<file path="src/rtl/multicycle_control_pkg.sv">
// Shared encodings for the multicycle RISC-V control path: states, opcodes, mux selects.
// Optional feature macro: RV_JAL_EN (adds the JAL state and opcode decode).
package multicycle_control_pkg;

    localparam logic [3:0] S_FETCH    = 4'd0;
    localparam logic [3:0] S_DECODE   = 4'd1;
    localparam logic [3:0] S_MEMADR   = 4'd2;
    localparam logic [3:0] S_MEMREAD  = 4'd3;
    localparam logic [3:0] S_MEMWB    = 4'd4;
    localparam logic [3:0] S_MEMWRITE = 4'd5;
    localparam logic [3:0] S_EXECR    = 4'd6;
    localparam logic [3:0] S_EXECI    = 4'd7;
    localparam logic [3:0] S_ALUWB    = 4'd8;
    localparam logic [3:0] S_BEQ      = 4'd9;
    localparam logic [3:0] S_TRAP     = 4'd10;
`ifdef RV_JAL_EN
    localparam logic [3:0] S_JAL      = 4'd11;
`endif

    localparam logic [6:0] OP_LW    = 7'b0000011;
    localparam logic [6:0] OP_SW    = 7'b0100011;
    localparam logic [6:0] OP_RTYPE = 7'b0110011;
    localparam logic [6:0] OP_ITYPE = 7'b0010011;
    localparam logic [6:0] OP_BEQ   = 7'b1100011;
    localparam logic [6:0] OP_JAL   = 7'b1101111;

    localparam logic [1:0] RES_ALUOUT = 2'b00;
    localparam logic [1:0] RES_DATA   = 2'b01;
    localparam logic [1:0] RES_ALU    = 2'b10;

    localparam logic [1:0] SRCA_PC    = 2'b00;
    localparam logic [1:0] SRCA_OLDPC = 2'b01;
    localparam logic [1:0] SRCA_RS1   = 2'b10;

    localparam logic [1:0] SRCB_RS2   = 2'b00;
    localparam logic [1:0] SRCB_IMM   = 2'b01;
    localparam logic [1:0] SRCB_FOUR  = 2'b10;

    localparam logic [1:0] ALUOP_ADD   = 2'b00;
    localparam logic [1:0] ALUOP_SUB   = 2'b01;
    localparam logic [1:0] ALUOP_FUNCT = 2'b10;

    // State that follows DECODE for a given opcode.
    function automatic logic [3:0] decode_next(input logic [6:0] op);
        logic [3:0] nxt;
        nxt = S_TRAP;
        case (op)
            OP_LW, OP_SW: nxt = S_MEMADR;
            OP_RTYPE:     nxt = S_EXECR;
            OP_ITYPE:     nxt = S_EXECI;
            OP_BEQ:       nxt = S_BEQ;
`ifdef RV_JAL_EN
            OP_JAL:       nxt = S_JAL;
`else
            OP_JAL:       nxt = S_TRAP;
`endif
            default:      nxt = S_TRAP;
        endcase
        return nxt;
    endfunction

endpackage

</file>
<file path="src/rtl/multicycle_control_ctrl_decode.sv">
// Moore output decode: a pure function of the current state to the datapath controls.
// Optional feature macro: RV_JAL_EN (drives the JAL state's controls).
import multicycle_control_pkg::*;

module ctrl_decode #(
    parameter int STATE_W = 4
) (
    input  logic [STATE_W-1:0] i_state,
    output logic               o_pc_update,
    output logic               o_branch,
    output logic               o_adr_src,
    output logic               o_mem_write,
    output logic               o_ir_write,
    output logic               o_reg_write,
    output logic [1:0]         o_result_src,
    output logic [1:0]         o_alu_src_a,
    output logic [1:0]         o_alu_src_b,
    output logic [1:0]         o_alu_op
);

    always_comb begin
        o_pc_update  = 1'b0;
        o_branch     = 1'b0;
        o_adr_src    = 1'b0;
        o_mem_write  = 1'b0;
        o_ir_write   = 1'b0;
        o_reg_write  = 1'b0;
        o_result_src = RES_ALUOUT;
        o_alu_src_a  = SRCA_PC;
        o_alu_src_b  = SRCB_RS2;
        o_alu_op     = ALUOP_ADD;
        case (i_state)
            // Fetch enables are qualified by mem_ready in the top level.
            STATE_W'(S_FETCH): begin
                o_alu_src_b  = SRCB_FOUR;
                o_result_src = RES_ALU;
                o_ir_write   = 1'b1;
                o_pc_update  = 1'b1;
            end
            STATE_W'(S_DECODE): begin
                o_alu_src_a = SRCA_OLDPC;
                o_alu_src_b = SRCB_IMM;
            end
            STATE_W'(S_MEMADR): begin
                o_alu_src_a = SRCA_RS1;
                o_alu_src_b = SRCB_IMM;
            end
            STATE_W'(S_MEMREAD): o_adr_src = 1'b1;
            STATE_W'(S_MEMWB): begin
                o_result_src = RES_DATA;
                o_reg_write  = 1'b1;
            end
            STATE_W'(S_MEMWRITE): begin
                o_adr_src   = 1'b1;
                o_mem_write = 1'b1;
            end
            STATE_W'(S_EXECR): begin
                o_alu_src_a = SRCA_RS1;
                o_alu_op    = ALUOP_FUNCT;
            end
            STATE_W'(S_EXECI): begin
                o_alu_src_a = SRCA_RS1;
                o_alu_src_b = SRCB_IMM;
                o_alu_op    = ALUOP_FUNCT;
            end
            STATE_W'(S_ALUWB): o_reg_write = 1'b1;
            STATE_W'(S_BEQ): begin
                o_alu_src_a = SRCA_RS1;
                o_alu_op    = ALUOP_SUB;
                o_branch    = 1'b1;
            end
`ifdef RV_JAL_EN
            // PC takes the DECODE-computed target from ALUOut; ALU forms old PC + 4 for rd.
            STATE_W'(S_JAL): begin
                o_alu_src_a = SRCA_OLDPC;
                o_alu_src_b = SRCB_FOUR;
                o_pc_update = 1'b1;
            end
`endif
            default: ;
        endcase
    end

endmodule

</file>
<file path="src/rtl/multicycle_control.sv">
// Multicycle RISC-V control FSM: state register, next-state logic, sticky illegal flag.
// Optional feature macro: RV_JAL_EN (routes op 1101111 through a JAL state).
import multicycle_control_pkg::*;

module multicycle_control #(
    parameter int STATE_W = 4
) (
    input  logic       clk,
    input  logic       rst,
    input  logic [6:0] op,
    input  logic       zero,
    input  logic       mem_ready,
    output logic       pc_write,
    output logic       adr_src,
    output logic       mem_write,
    output logic       ir_write,
    output logic [1:0] result_src,
    output logic [1:0] alu_src_a,
    output logic [1:0] alu_src_b,
    output logic [1:0] alu_op,
    output logic       reg_write,
    output logic       illegal
);

    logic [STATE_W-1:0] r_state;
    logic [STATE_W-1:0] w_next;
    logic [STATE_W-1:0] w_dec_state;
    logic               r_illegal;
    logic               w_pc_update;
    logic               w_branch;
    logic               w_ir_write;
    logic               w_fetch_hold;

    // Reset presents FETCH to the decoder so the mux selects already point at fetch.
    assign w_dec_state  = rst ? STATE_W'(S_FETCH) : r_state;
    assign w_fetch_hold = rst | ((r_state == STATE_W'(S_FETCH)) & ~mem_ready);

    ctrl_decode #(.STATE_W(STATE_W)) u_dec (
        .i_state      (w_dec_state),
        .o_pc_update  (w_pc_update),
        .o_branch     (w_branch),
        .o_adr_src    (adr_src),
        .o_mem_write  (mem_write),
        .o_ir_write   (w_ir_write),
        .o_reg_write  (reg_write),
        .o_result_src (result_src),
        .o_alu_src_a  (alu_src_a),
        .o_alu_src_b  (alu_src_b),
        .o_alu_op     (alu_op)
    );

    assign ir_write = w_ir_write & ~w_fetch_hold;
    assign pc_write = (w_pc_update & ~w_fetch_hold) | (w_branch & zero);
    assign illegal  = r_illegal & ~rst;

    always_comb begin
        w_next = STATE_W'(S_FETCH);
        case (r_state)
            STATE_W'(S_FETCH):    w_next = mem_ready ? STATE_W'(S_DECODE) : STATE_W'(S_FETCH);
            STATE_W'(S_DECODE):   w_next = STATE_W'(decode_next(op));
            STATE_W'(S_MEMADR):   w_next = (op == OP_LW) ? STATE_W'(S_MEMREAD) : STATE_W'(S_MEMWRITE);
            STATE_W'(S_MEMREAD):  w_next = mem_ready ? STATE_W'(S_MEMWB) : STATE_W'(S_MEMREAD);
            STATE_W'(S_MEMWB):    w_next = STATE_W'(S_FETCH);
            STATE_W'(S_MEMWRITE): w_next = mem_ready ? STATE_W'(S_FETCH) : STATE_W'(S_MEMWRITE);
            STATE_W'(S_EXECR):    w_next = STATE_W'(S_ALUWB);
            STATE_W'(S_EXECI):    w_next = STATE_W'(S_ALUWB);
            STATE_W'(S_ALUWB):    w_next = STATE_W'(S_FETCH);
            STATE_W'(S_BEQ):      w_next = STATE_W'(S_FETCH);
            STATE_W'(S_TRAP):     w_next = STATE_W'(S_TRAP);
`ifdef RV_JAL_EN
            STATE_W'(S_JAL):      w_next = STATE_W'(S_ALUWB);
`endif
            default:              w_next = STATE_W'(S_FETCH);
        endcase
    end

    always_ff @(posedge clk) begin
        if (rst) begin
            r_state   <= STATE_W'(S_FETCH);
            r_illegal <= 1'b0;
        end else begin
            r_state <= w_next;
            if (w_next == STATE_W'(S_TRAP))
                r_illegal <= 1'b1;
        end
    end

endmodule

</file>
<file path="config.mk">
export PLATFORM = sky130hd
export DESIGN_NAME = multicycle_control
export DESIGN_NICKNAME = d
export VERILOG_FILES = /design/src/rtl/multicycle_control_pkg.sv /design/src/rtl/multicycle_control_ctrl_decode.sv /design/src/rtl/multicycle_control.sv
export SDC_FILE = /design/constraint.sdc
export NUM_CORES = 1
export LEC_CHECK = 0
export CAP_MARGIN = 20
export CORE_MARGIN = 3
export CORE_UTILIZATION = 44
export DETAILED_ROUTE_END_ITERATION = 8
export PLACE_DENSITY = 0.78
export SLEW_MARGIN = 25
export SYNTH_ARGS = -nofsm -noshare
export SYNTH_HDL_FRONTEND = slang
export SYNTH_SLANG_ARGS = --single-unit
</file>
<file path="constraint.sdc">
create_clock -name clk -period 3.4 [get_ports clk]
set_input_delay 0.68 -clock clk [delete_from_list [all_inputs] [get_ports clk]]
set_output_delay 0.68 -clock clk [all_outputs]
set_load 0.1 [all_outputs]
</file>
==> flow_summary.toml <==
[status]
outcome = "complete, no violations"

[final_layout]
fin_area_sq_um = 941
multi_input_area_sq_um = 452
fillers = 87
diodes = 0
areaGrowthSynthToFinish_pct = 57.3
drive_gt1_frac = 0.245
seqCellArea_sq_um = 100
nNetsFinal = 114

[worst_setup_path]
rr_worst_depth = 4
max_stage_delay_ns = 0.58
cp_cell_sequence = "clkdlybuf4s50_1, nor2_1, nand2_1, nor3_1, buf_12"
critPathKind = "in -> out"
cp.depth = 5
arrival_ns = 2.13
cp_max_fo = 9
critPathSlowestCell = "clkdlybuf4s50_1"
end_kind = "output port"
critical_path.top_delay_family = "buffers and inverters"
start_kind = "input pin"
crit_buf_inv = 2
required_ns = 2.72

[yosys]
syn_nets = 93
async_flop_share = 0
yosysTopAreaCell = "dfxtp_1"
synth.distinct_cells = 38
netlist_instances = 82
avgSynthCellArea_sq_um = 7.29
syn-cell-area_sq_um = 598
yosysWarnings = 0
synth.top_cell.area_share = 0.167
synth_top_flop_cell = "dfxtp_1"
synth_edf_count = 0
ys_seq_area_frac = 0.167
ys_top_cells_by_area = "dfxtp_1, nor2_1, nand2b_1, nor3_1, nand3b_1"
synth_seq_cells = 5

[sta]
fin_worst_hold_slack_ns = 0.480
clock_skew_ns = 0.00819
slew_violations = 0
period_needed_ns = 2.81
tightest_slew_ns = 0.610
tns_ns = 0
max_freq_mhz = 356
setup_viol = 0
hold_violations = 0
fin_ws_ns = 0.593
period_share = 0.826
grt_setup_unrepaired = "false"
max_slew_margin = 0.593

[global_route]
grt_usage = 0.194
grt_pass1_vias = 617
grtUsageMet1 = 0.238
grt_first_pass_wirelength_microns = 2690
antenna_found_initial = 0
grt_use_met2 = 0.299
grt_overflow_total = 0
grt_max_degree = 21
grt_use_met3 = 0.0508
busiest_layer = "met2"

[power]
cellPowerDensity_nw_per_um2 = 442
sw_frac_of_total = 0.513
p_switching_w = 0.000214
p_clk_frac = 0.179
vdd.ir_drop.worst_mv = 0.248
p_total_w = 0.000416
leakagePower_nw = 0.370
p_int_w = 0.000203
p_comb_frac = 0.596
seqPwrFrac = 0.225

[cts]
cts_root_buf = "clkbuf_4"
cts_sinks = 5
tritoncts = "yes"
post_cts_resized = 0
cts_buffers = 3
clkLatencyLatePin_ns = 0.26
cts_hold_buffers = 0
ctsLongestPathBuffers = 2
cts.htree.levels = 1
postCtsSetupBuffers = 0
clk_pin_slew_worst_paths_ns = 0.04

[place]
place_area_sq_um = 915
dp_slack_ns = 0.593
hpwl_microns = 1170
finalWeightedCongestion = 0.818
io_buffers = 24

[floorplan]
initial_core_util = 0.504
dieArea_sq_um = 1840
die_width_microns = 42.9
dieHeight_microns = 42.9
ioPinCount = 25
coreArea_sq_um = 1190
num_rows = 12

[routing]
drtIter0Drc = 12
firstDrtPassIters = 4
drt_wl_total_microns = 1560
drcViolationCount = 0
vias_per_cell = 5.78
antenna_left = 0
wl_per_cell_microns = 13.5
via_count = 671

[worst_hold_path]
whs_path_depth = 2
min_path_type = "reg -> reg"

[job]
maxCapViolCount = 0
==> synthesized netlist by cell type, types with 2 or more instances <==
cell type  instances
nor3_1             5
o21ai_0            3
o41ai_1            2
a21oi_1            4
nand2b_1           4
dfxtp_1            5
and3_1             3
nand3b_1           3
nand2_1            4
or3b_1             2
nor2_1            10
inv_1              4
nor2b_1            2
nor4b_1            2
buf_2              4
clkbuf_1           3
==> power groups by stage <==
stage | Combinational (W) | Clock (W) | Sequential, W
5_1_grt | 0.000260 | 0.0000818 | 0.0000973
3_3_place_gp | 0.000247 | 0 | 0.0000938
3_5_place_dp | 0.000249 | 0 | 0.0000946
2_1_floorplan | 0.000200 | 0 | 0.0000694
4_1_cts | 0.000250 | 0.0000782 | 0.0000933
6_report | 0.000248 | 0.0000745 | 0.0000938
==> worst paths after layout <==
path,startpoint,end,slack [ns]
worst max-delay path,rst,result_src[0],0.59
worst min-delay path,r_illegal,r_illegal,0.48
worst max register to register,r_state[0],r_illegal,1.49
worst min register to register,r_illegal,r_illegal,0.48
==> through the flow <==
step / instances / util
after floorplan: 82 / -
after global placement: 112 / 0.771
after detailed placement: 112 / 0.771
after CTS: 116 / 0.793
after global routing: 116 / 0.793
final: 116 / 0.793
==> routing by layer <==
metal | wire length (microns) | vias up
met1 | 722 | 308
met2 | 737 | 19
met4 | 34 | 0
met3 | 69 | 4
met5 | 0 | -
li1 | - | 340
==> logic make-up after synthesis <==
group                  share of synthesized area
AND/OR/NAND/NOR                            0.435
multiplexers                              0.0188
AO/OA/AOI/OAI                              0.253
flip-flops                                 0.167
XOR/XNOR                                  0.0293
buffers and inverters                     0.0962
==> layout by cell type, fill, tap and decap left out, types with 4 or more instances in the layout <==
cell / netlist / final
nor2_1: 10 / 10
clkdlybuf4s50_1: 0 / 10
buf_12: 0 / 10
dfxtp_1: 5 / 5
inv_1: 4 / 4
nand2b_1: 4 / 4
a21oi_1: 4 / 4
nand2_1: 4 / 4
nor3_1: 5 / 4
buf_4: 0 / 4
==> sequential cells by signal (all words and copies together) (netlist names) <==
register / count
r_state: 4
r_illegal: 1
==> worst min-delay path, stage by stage, from the launching register on <==
cell	delay, ns
dfxtp_1	0.30
inv_1	0.05
o32ai_2	0.08
==> final cells by class <==
| class | instances | area share |
|---|---|---|
| flip-flops and latches | 5 | 0.106 |
| inverters | 4 | 0.0160 |
| well taps | 14 | 0.0186 |
| clock buffers | 4 | 0.0279 |
| repair buffers | 24 | 0.351 |
| multi-input cells | 65 | 0.480 |
(Power assumes the default switching activity.)
